$ cat config.mk
export PLATFORM = sky130hd
export DESIGN_NAME = vram_ctrl
export DESIGN_NICKNAME = d
export VERILOG_FILES = /design/src/rtl/vram_ctrl.sv
export SDC_FILE = /design/constraint.sdc
export NUM_CORES = 1
export LEC_CHECK = 0
export CORE_MARGIN = 4
export CORE_UTILIZATION = 48
export DETAILED_ROUTE_END_ITERATION = 8
export PLACE_DENSITY = 0.75
export SYNTH_ARGS = -nofsm -noshare
export SYNTH_HDL_FRONTEND = slang
export SYNTH_SLANG_ARGS = --single-unit
export TNS_END_PERCENT = 1
$ cat constraint.sdc
create_clock -name clk_sys -period 12.9 [get_ports clk_sys]
set_input_delay 1.29 -clock clk_sys [delete_from_list [all_inputs] [get_ports clk_sys]]
set_output_delay 1.29 -clock clk_sys [all_outputs]
set_load 0.005 [all_outputs]
$ cat src/rtl/vram_ctrl.sv
// vram_ctrl: one 16-bit word memory shared by video character-slot fetches (always first) and CPU byte accesses.
// Define VRAM_UNALIGNED_EN so an odd video address reads two words; without it each video address costs one read.
module vram_ctrl (
  input  logic        clk_sys,
  input  logic        reset,
  input  logic        fetch_stb,
  input  logic [18:0] vram_addr1,
  input  logic [18:0] vram_addr2,
  output logic [15:0] vram_dout1,
  output logic [15:0] vram_dout2,
  input  logic        cpu_req,
  input  logic        cpu_we,
  input  logic [18:0] cpu_addr,
  input  logic [7:0]  cpu_din,
  output logic [7:0]  cpu_dout,
  output logic        cpu_ack,
  output logic        mem_req,
  output logic        mem_we,
  output logic [17:0] mem_addr,
  output logic [1:0]  mem_be,
  output logic [15:0] mem_wdata,
  input  logic [15:0] mem_rdata,
  input  logic        mem_ack,
  output logic        overrun
);

  localparam logic [2:0] S_IDLE = 3'd0;
  localparam logic [2:0] S_V1A  = 3'd1;
  localparam logic [2:0] S_V1B  = 3'd2;
  localparam logic [2:0] S_V2A  = 3'd3;
  localparam logic [2:0] S_V2B  = 3'd4;
  localparam logic [2:0] S_CPU  = 3'd5;

`ifdef VRAM_UNALIGNED_EN
  localparam logic UNALIGNED = 1'b1;
`else
  localparam logic UNALIGNED = 1'b0;
`endif

  logic [2:0]  state_q, state_d;
  logic [18:0] va1_q, va1_d, va2_q, va2_d;
  logic [18:0] pa1_q, pa1_d, pa2_q, pa2_d;
  logic        vpend_q, vpend_d;
  logic        overrun_q, overrun_d;
  logic [15:0] slot1_q, slot1_d;
  logic [7:0]  lo_q, lo_d;
  logic [15:0] dout1_q, dout1_d, dout2_q, dout2_d;
  logic [7:0]  cpu_dout_q, cpu_dout_d;
  logic        cpu_ack_q, cpu_ack_d;
  logic        mem_req_q, mem_req_d;
  logic        mem_we_q, mem_we_d;
  logic [17:0] mem_addr_q, mem_addr_d;
  logic [1:0]  mem_be_q, mem_be_d;
  logic [15:0] mem_wdata_q, mem_wdata_d;
  logic [17:0] issue_addr;
  logic [15:0] rdata_swap;

  assign rdata_swap = {mem_rdata[7:0], mem_rdata[15:8]};

  always_comb begin
    issue_addr = cpu_addr[18:1];
    case (state_q)
      S_V1A:   issue_addr = va1_q[18:1];
      S_V1B:   issue_addr = va1_q[18:1] + 18'd1;
      S_V2A:   issue_addr = va2_q[18:1];
      S_V2B:   issue_addr = va2_q[18:1] + 18'd1;
      default: issue_addr = cpu_addr[18:1];
    endcase
  end

  always_comb begin
    state_d     = state_q;
    va1_d       = va1_q;
    va2_d       = va2_q;
    pa1_d       = pa1_q;
    pa2_d       = pa2_q;
    vpend_d     = vpend_q;
    overrun_d   = overrun_q;
    slot1_d     = slot1_q;
    lo_d        = lo_q;
    dout1_d     = dout1_q;
    dout2_d     = dout2_q;
    cpu_dout_d  = cpu_dout_q;
    cpu_ack_d   = 1'b0;
    mem_req_d   = mem_req_q;
    mem_we_d    = mem_we_q;
    mem_addr_d  = mem_addr_q;
    mem_be_d    = mem_be_q;
    mem_wdata_d = mem_wdata_q;

    // A strobe while busy is parked; hitting a running video slot means that slot is late.
    if (fetch_stb && state_q != S_IDLE) begin
      pa1_d   = vram_addr1;
      pa2_d   = vram_addr2;
      vpend_d = 1'b1;
      if (state_q != S_CPU) overrun_d = 1'b1;
    end

    if (state_q == S_IDLE) begin
      if (fetch_stb) begin
        va1_d   = vram_addr1;
        va2_d   = vram_addr2;
        state_d = S_V1A;
      end else if (vpend_q) begin
        va1_d   = pa1_q;
        va2_d   = pa2_q;
        vpend_d = 1'b0;
        state_d = S_V1A;
      end else if (cpu_req && !cpu_ack_q) begin
        state_d = S_CPU;
      end
    end else if (!mem_req_q) begin
      // Every state issues one cycle after entry, which keeps mem_req low between accesses.
      mem_req_d  = 1'b1;
      mem_addr_d = issue_addr;
      mem_we_d   = (state_q == S_CPU) && cpu_we;
      if (state_q == S_CPU) begin
        mem_be_d    = cpu_addr[0] ? 2'b10 : 2'b01;
        mem_wdata_d = {cpu_din, cpu_din};
      end else begin
        mem_be_d = 2'b11;
      end
    end else if (mem_ack) begin
      mem_req_d = 1'b0;
      mem_we_d  = 1'b0;
      case (state_q)
        S_V1A: begin
          if (UNALIGNED && va1_q[0]) begin
            lo_d    = mem_rdata[15:8];
            state_d = S_V1B;
          end else begin
            slot1_d = va1_q[0] ? rdata_swap : mem_rdata;
            state_d = S_V2A;
          end
        end
        S_V1B: begin
          slot1_d = {mem_rdata[7:0], lo_q};
          state_d = S_V2A;
        end
        S_V2A: begin
          if (UNALIGNED && va2_q[0]) begin
            lo_d    = mem_rdata[15:8];
            state_d = S_V2B;
          end else begin
            dout1_d = slot1_q;
            dout2_d = va2_q[0] ? rdata_swap : mem_rdata;
            state_d = S_IDLE;
          end
        end
        S_V2B: begin
          dout1_d = slot1_q;
          dout2_d = {mem_rdata[7:0], lo_q};
          state_d = S_IDLE;
        end
        S_CPU: begin
          if (!cpu_we) cpu_dout_d = cpu_addr[0] ? mem_rdata[15:8] : mem_rdata[7:0];
          cpu_ack_d = 1'b1;
          state_d   = S_IDLE;
        end
        default: state_d = S_IDLE;
      endcase
    end
  end

  always_ff @(posedge clk_sys or posedge reset) begin
    if (reset) begin
      state_q     <= S_IDLE;
      va1_q       <= '0;
      va2_q       <= '0;
      pa1_q       <= '0;
      pa2_q       <= '0;
      vpend_q     <= 1'b0;
      overrun_q   <= 1'b0;
      slot1_q     <= '0;
      lo_q        <= '0;
      dout1_q     <= '0;
      dout2_q     <= '0;
      cpu_dout_q  <= '0;
      cpu_ack_q   <= 1'b0;
      mem_req_q   <= 1'b0;
      mem_we_q    <= 1'b0;
      mem_addr_q  <= '0;
      mem_be_q    <= '0;
      mem_wdata_q <= '0;
    end else begin
      state_q     <= state_d;
      va1_q       <= va1_d;
      va2_q       <= va2_d;
      pa1_q       <= pa1_d;
      pa2_q       <= pa2_d;
      vpend_q     <= vpend_d;
      overrun_q   <= overrun_d;
      slot1_q     <= slot1_d;
      lo_q        <= lo_d;
      dout1_q     <= dout1_d;
      dout2_q     <= dout2_d;
      cpu_dout_q  <= cpu_dout_d;
      cpu_ack_q   <= cpu_ack_d;
      mem_req_q   <= mem_req_d;
      mem_we_q    <= mem_we_d;
      mem_addr_q  <= mem_addr_d;
      mem_be_q    <= mem_be_d;
      mem_wdata_q <= mem_wdata_d;
    end
  end

  assign vram_dout1 = dout1_q;
  assign vram_dout2 = dout2_q;
  assign cpu_dout   = cpu_dout_q;
  assign cpu_ack    = cpu_ack_q;
  assign mem_req    = mem_req_q;
  assign mem_we     = mem_we_q;
  assign mem_addr   = mem_addr_q;
  assign mem_be     = mem_be_q;
  assign mem_wdata  = mem_wdata_q;
  assign overrun    = overrun_q;

endmodule

# After elaboration in Yosys (flattened, before gate mapping)
# Index checks and enable logic that the tools add are counted.
totals:
  latchBits: 0
  ram_bits: 0
  regBits: 176
  mem_count: 0
  mem_bits_ro: 0
op_classes:
  n_eq_ne: 8
  mux: 31
  n_bitwise: 3
  n_div: 0
  magnitude_cmp: 0
  multipliers: 0
  n_addsub: 2
  shift: 0
  n_reduce_logical: 23
op_table:
  columns: ["operator", "n"]
  rows:
  - ["19-bit 2-to-1 mux", 4]
  - ["18-bit one-hot mux with 4 select lines", 1]
  - ["16-bit one-hot mux with 2 select lines", 2]
  - ["18-bit by 1-bit adder with 18-bit output (second input constant)", 2]
  - ["16-bit 2-to-1 mux", 2]
  - ["3-bit 2-to-1 mux", 6]
  - ["1-bit 2-to-1 mux", 12]
  - ["4-bit AND reduction", 3]
  - ["2-bit nonzero test", 5]
  - ["8-bit 2-to-1 mux", 1]
  - ["2-bit AND reduction", 4]
  - ["3-bit by 2-bit equality test with 1-bit output (second input constant)", 2]
  - ["3-bit equality test (second input constant)", 2]
  - ["2-bit 2-to-1 mux", 3]
  - ["3-bit AND reduction", 2]
  - ["5-bit AND reduction", 1]
  - ["4-bit by 3-bit inequality test with 1-bit output (second input constant)", 1]
  - ["2-bit OR reduction", 2]
  - ["3-bit by 1-bit equality test with 1-bit output (second input constant)", 1]
  - ["1-bit logical AND", 3]
  - ["3-bit zero test", 1]
  - ["3-bit inequality test (second input constant)", 1]
  - ["1-bit NOT", 3]
  - ["3-bit nonzero test", 1]
  - ["other kinds (2)", 2]

# Longest topological paths before layout
# Gate-level depths: netlist (run 1).
logic_depth:
  depth_word: 6
  ltp_mapped: 14
  depth_no_buf: 9

# Least setup slack after synthesis (run 1)
# Ideal clock, no wire load.
synth_path:
  path_type: "reg-to-reg"
  startpoint: "reg state_q[1]"
  endpoint: "reg mem_addr_q[8] (netlist: mem_addr[8])"
  arrival_ns: 2.979
  path_buffers: 5
  setup_ns: 0.082
  path_slack_ns: 9.839
  stages_incl_launch_ff: 15
  required_time_ns: 12.818
  cell_sequence: "dfrtp_1 > buf_2 > nor3b_1 > buf_2 > buf_1 > buf_1 > nand2_1 > nand2_1 > ha_1 > clkbuf_1 > inv_1 > or4_1 > nand3_1 > a32oi_1 > a31oi_1"
synth_via:
  elab_chain_len: 3
  elab_cells_between_ends: 8
  classes_between: "eq/ne: 4; mux: 1; bitwise: 1; reduce/logical: 2"
synth_rtl:
  columns: ["item", "line", "source"]
  rows:
  - ["from (decl)", "40", "logic [2:0] state_q, state_d;"]
  - ["from (signal assigned)", "186", "state_q <= state_d;"]
  - ["branches (longest 3 deep; another with 18-bit one-hot mux with 4 select lines)", null, null]
  - ["to (signal assigned)", "201", "mem_addr_q <= mem_addr_d;"]
  - ["to (decl)", "52", "logic [17:0] mem_addr_q, mem_addr_d;"]
# Parallel ways; which one is timed is not known.
# A chain may end at the register's enable or synchronous reset.

# Worst setup path after layout (run 1)
layout_path:
  startpoint: "reg state_q[0]"
  endpoint: "reg mem_addr_q[8] (netlist: mem_addr[8])"
# The elaborated chain is that of the path after synthesis.

==> impl_metrics.yaml, run 1 <==
worst_setup_path:
  r2r-end: "mem_addr[8]$_DFFE_PP0P_"
  regToRegStartpoint: "state_q[0]$_DFFE_PP0P_"
  required_ns: 13.24
  worstSetupPathType: "register to register"
  crit_path_end_kind: "register"
  r2r_cells: 10
  crit_arrival_ns: 3.62
  path_max_fanout: 31
  reg2reg_slack_ns: 9.62
  cp-start-kind: "register"
clock_tree:
  clockBufferDepth: 2
  clk_pin_slew_ns: 0.06
  clk_latency_ns: 0.42
  cts_tree: "yes"
  post_cts_buffers: 0
  numClockSinks: 168
  cts-root-buf: "clkbuf_16"
  postCtsHoldBufs: 0
  htree_levels: 4
  postCtsResizedCells: 0
  numCtsBuffers: 17
floorplanning:
  design.core.area_um2: 17300
  initial_core_util: 0.490
  pin_count: 167
  row_count: 48
  die_h_um: 141
  die_x_um: 141
  die_area_um2: 19900
yosys:
  ys_seq_area_frac: 0.496
  avgSynthCellArea_um2: 9.90
  async_flop_share: 1.00
  yosysUniqueCellTypes: 61
  ys_dominant_reg_cell: "dfrtp_1"
  yosys_warnings: 0
  synth_edf_count: 0
  synth.area.top_cells: "dfrtp_1 (50%), mux2i_1 (11%), nand2_1 (7.2%)"
  syn_area_um2: 8480
  syn_inst: 856
  synthMostInstantiatedCell: "dfrtp_1"
  synth.ff_latch_count: 168
  synth_area_leader_cell: "dfrtp_1"
  synth_nets: 944
  ys_top_cells_by_count: "dfrtp_1 (168), nand2_1 (163), mux2i_1 (93), o21ai_0 (74), mux2_2 (51)"
  netlist.area_leader.share: 0.496
hold_path:
  worstHoldStart: "overrun$_DFFE_PP0P_"
  hold_path_end: "overrun$_DFFE_PP0P_"
  hold_class: "register to register"
  hold_depth: 1
timing:
  period_share: 0.254
  timing.final.ws_setup_ns: 9.62
  worst_pin_slew_ns: 1.20
  timing.hold.ws_ns: 0.467
  skew_ns: 0.00729
  slew_headroom: 0.199
  slew_violations: 0
  rsz0062_at_grt: "no"
  hold_viol: 0
  finalCriticalPeriod_ns: 3.28
  fin_setup_tns_ns: 0
  fmax_mhz: 305
  setup_violations: 0
place:
  gp_congestion: 0.989
  dp_worst_setup_slack_ns: 9.46
  placed_cells: 1190
  numPortBuffers: 166
  dp_hpwl_mm: 16.3
  placed_area_um2: 10200
power_and_ir_drop:
  p_comb_frac: 0.355
  leakage_nw: 4.74
  switching_share: 0.359
  sequentialPowerShare: 0.420
  p_per_area_nw_per_um2: 200
  vdd_drop_max_v: 0.000114
  p_int_w: 0.00138
  clkPwrFrac: 0.225
  p_switching_w: 0.000774
routing:
  firstDrtPassIters: 8
  routed_wl_mm: 23.0
  drtAntennaViolNets: 0
  first_iter_violations: 600
  route.detailed.drc: 0
  routedWlPerCell_um: 18.8
  post_drt_via_cell_ratio: 5.67
  vias: 6918
global_routing:
  grt_pass1_vias: 6775
  grt_pass1_wl_mm: 37.2
  grt_max_degree: 87
  grt_overflow: 0
  antenna_found_initial: 0
  gr-usage-all-layers: 0.236
layout:
  fin_cells: 1221
  drive_above_1_share: 0.0994
  design_area_um2: 10800
  syn_to_final_growth_pct: 27.1
  diodes: 0
  fin_nets: 1072
run_status:
  status: "complete, no violations"
run:
  drv_cap: 0
power by group through the flow:
stage | clock network (W) | registers (W) | logic (W)
2_1_floorplan | 0 | 0.000826 | 0.000496
3_3_place_gp | 0 | 0.000904 | 0.000749
3_5_place_dp | 0 | 0.000908 | 0.000768
4_1_cts | 0.000491 | 0.000899 | 0.000774
5_1_grt | 0.000514 | 0.000930 | 0.000858
6_report | 0.000485 | 0.000905 | 0.000766
final cells by class:
cell class	count	area, um2
clock buffer	21	460
clock inverter	10	95.1
fill	1440	6520
inverter	12	50.0
multi-input combinational	608	3950
sequential	168	4200
tap	225	282
timing repair buffer	177	1740
registers in the layout, summed over array words and instances (netlist names):
register and count:
cpu_ack 1, cpu_dout 8, mem_addr 18, mem_be 2, mem_req 1, mem_wdata 8, mem_we 1, overrun 1
pa1_q 19, pa2_q 19, slot1_q 16, state_q 3, va1_q 19, va2_q 19, vpend_q 1, vram_dout1 16
vram_dout2 16
per-stage QoR:
stage          total power, W   util
2_1_floorplan         0.00132      -
6_report              0.00216  0.623
4_1_cts               0.00216  0.623
5_1_grt               0.00230  0.623
3_3_place_gp          0.00165  0.591
3_5_place_dp          0.00168  0.591
worst max-delay path, stage by stage (launching register included):
cell     delay, ns
dfrtp_1       0.99
or3b_1        0.23
buf_4         0.34
nand2_1       0.10
nand2_1       0.08
ha_1          0.40
inv_1         0.18
or4_1         0.53
nand3_1       0.09
a32oi_1       0.09
a31oi_1       0.15
metal layers:
metal	vias up	wire [um]	global-route usage
met4	0	568	0.0775
met3	40	1260	0.0414
met2	241	11200	0.390
li1	3272	-	-
met1	3365	9920	0.317
met5	-	0	0
cell usage in the layout (no fill, tap or decap), types with 17 or more instances in the layout:
cell type / instances
a21oi_1: 34
clkbuf_16: 17
clkdlybuf4s50_1: 165
dfrtp_1: 168
mux2_2: 51
mux2i_1: 93
nand2_1: 163
nand3_1: 22
nor2_1: 36
o21ai_0: 73
o31ai_1: 17
worst max path at each step:
stage | start | end | slack [ns]
2_1_floorplan | reset | cpu_ack$_DFF_PP0_ | 7.06
3_3_place_gp | reset | va2_q[16]$_DFFE_PP0P_ | 9.44
3_5_place_dp | reset | pa2_q[17]$_DFFE_PP0P_ | 9.46
4_1_cts | mem_req$_DFFE_PP0N_ | mem_req | 9.67
5_1_grt | state_q[0]$_DFFE_PP0P_ | mem_addr[8]$_DFFE_PP0P_ | 9.41
6_report | state_q[0]$_DFFE_PP0P_ | mem_addr[8]$_DFFE_PP0P_ | 9.62
cells by family after synthesis:
family	after synthesis	synth area share
compound gates	178	0.130
flops	168	0.496
mux	144	0.178
xor+xnor	12	0.0124
simple gates	271	0.140
fa+ha+maj	3	0.00384
buf+inv	80	0.0404
No activity file was read; power rests on OpenSTA's default activity.
==> run 2, diff against run 1 <==
clock period = 3.11 ns   (was 12.9 ns; I/O delays follow)
==> impl_metrics.yaml, run 2 (synthesized netlist as in run 1, its figures left out) <==
run_status:
  status: "complete, no violations"
clock_tree:
  numCtsBuffers: 17
  clockBufferDepth: 2
  postCtsHoldBufs: 0
  numClockSinks: 168
  cts-root-buf: "clkbuf_16"
  postCtsResizedCells: 0
  cts_tree: "yes"
  clk_pin_slew_ns: 0.06
  post_cts_buffers: 0
  htree_levels: 4
  clk_latency_ns: 0.43
power_and_ir_drop:
  p_comb_frac: 0.357
  vdd_drop_max_v: 0.000467
  p_switching_w: 0.00329
  switching_share: 0.355
  p_per_area_nw_per_um2: 845
  p_int_w: 0.00596
  leakage_nw: 4.83
  sequentialPowerShare: 0.404
  clkPwrFrac: 0.240
timing:
  fin_setup_tns_ns: 0
  period_share: 0.858
  setup_violations: 0
  rsz0062_at_grt: "no"
  worst_pin_slew_ns: 0.991
  hold_viol: 0
  finalCriticalPeriod_ns: 2.67
  slew_headroom: 0.339
  slew_violations: 0
  skew_ns: 0.00764
  fmax_mhz: 375
place:
  dp_hpwl_mm: 17.1
  gp_congestion: 0.980
  placed_cells: 1201
  numPortBuffers: 166
layout:
  multi_input_area_um2: 3950
  regArea_um2: 4200
  final_cell_mix: "dfrtp_1 (168), clkdlybuf4s50_1 (165), nand2_1 (163)"
  fin_cells: 1232
  final_common_cell: "dfrtp_1"
  fin_nets: 1083
  n_fill_cell: 1472
  syn_to_final_growth_pct: 29.2
  diodes: 0
  drive_above_1_share: 0.110
worst_setup_path:
  crit_arrival_ns: 3.01
  path_max_fanout: 12
  crit_top_cell: "nand2_1"
  cp_slowest_cell: "dfrtp_1"
  required_ns: 3.45
  cp-start-kind: "register"
  crit_path_end_kind: "register"
  r2r_cells: 9
  worstPathCellList: "or3b_1, nand2_1, nand2_1, ha_1, inv_1, or4_1, nand3_1, a32oi_1, a31oi_1"
  reg2reg_slack_ns: 0.44
  worstSetupPathType: "register to register"
  max_stage_delay_ns: 0.57
routing:
  first_iter_violations: 487
  post_drt_via_cell_ratio: 5.65
  drtAntennaViolNets: 0
  routedWlPerCell_um: 19.3
  routed_wl_mm: 23.8
  firstDrtPassIters: 5
  route.detailed.drc: 0
  vias: 6964
global_routing:
  grt_use_met1: 0.310
  grt_max_degree: 169
  antenna_found_initial: 0
  grt_overflow: 0
  gr-usage-all-layers: 0.242
  grt_pass1_vias: 7064
  busiest_layer: "met2"
  grt_pass1_wl_mm: 38.0
  use_met3: 0.0397
  globalRouteMet2Util: 0.413
floorplanning:
  row_count: 48
  design.core.area_um2: 17300
  die_x_um: 141
  pin_count: 167
  initial_core_util: 0.490
  die_h_um: 141
  die_area_um2: 19900
hold_path:
  hold_depth: 3
  hold_class: "input pin to register"
run:
  drv_cap: 0
==> run 2: cell types whose count changed in the layout (fill, tap and decap cells not counted), sizes merged <==
cell    before  now
inv         14   12
buf         12   23
bufinv       1    3
==> run 2: layout make-up <==
cell class	count	share of cell area
Multi-Input combinational cell	608	0.360
Inverter	12	0.00445
Clock buffer	21	0.0429
Tap cell	225	0.0257
Timing Repair Buffer	188	0.170
Sequential cell	168	0.384
Clock inverter	10	0.0130
==> run 2: power by group through the flow <==
stage | sequential, W | combinational, W | clock (W)
global route | 0.00384 | 0.00366 | 0.00234
CTS | 0.00373 | 0.00333 | 0.00224
detailed placement | 0.00375 | 0.00330 | 0
floorplan | 0.00342 | 0.00206 | 0
finish | 0.00373 | 0.00330 | 0.00222
global placement | 0.00373 | 0.00323 | 0
==> run 2: layer usage <==
metal,vias to the layer above,routed length [um]
li1,3298,-
met1,3401,9980
met2,238,12000
met3,27,1280
met4,0,529
met5,-,0
==> run 2: final timing paths <==
check                                         from                    endpoint
setup reg to reg            state_q[0]$_DFFE_PP0P_     mem_addr[8]$_DFFE_PP0P_
hold / removal                           fetch_stb        va2_q[1]$_DFFE_PP0P_
setup / recovery            state_q[0]$_DFFE_PP0P_     mem_addr[8]$_DFFE_PP0P_
hold reg to reg            slot1_q[15]$_DFFE_PP0P_  vram_dout1[15]$_DFFE_PP0P_
max in group asynchronous                    reset       va2_q[16]$_DFFE_PP0P_
min in group asynchronous                    reset      slot1_q[0]$_DFFE_PP0P_
==> run 2: stage by stage <==
step / instance area (um2) / setup slack [ns] / power (W) / utilization / hold slack, ns
final: 11000 / 0.441 / 0.00925 / 0.633 / 0.461
after floorplan: 8480 / 0.0488 / 0.00548 / - / 0.439
after CTS: 11000 / 0.478 / 0.00930 / 0.633 / 0.455
after global placement: 10300 / 0.633 / 0.00696 / 0.598 / 0.445
after global routing: 11000 / 0.272 / 0.00984 / 0.633 / 0.487
after detailed placement: 10300 / 0.514 / 0.00705 / 0.598 / 0.455
==> run 2: worst max-delay path, delay by kind of cell, from the launching register on <==
family          cells  cell delay, ns
fa+ha+maj           1            0.38
simple gates        5            1.19
flops               1            0.57
compound gates      2            0.29
buf+inv             1            0.16
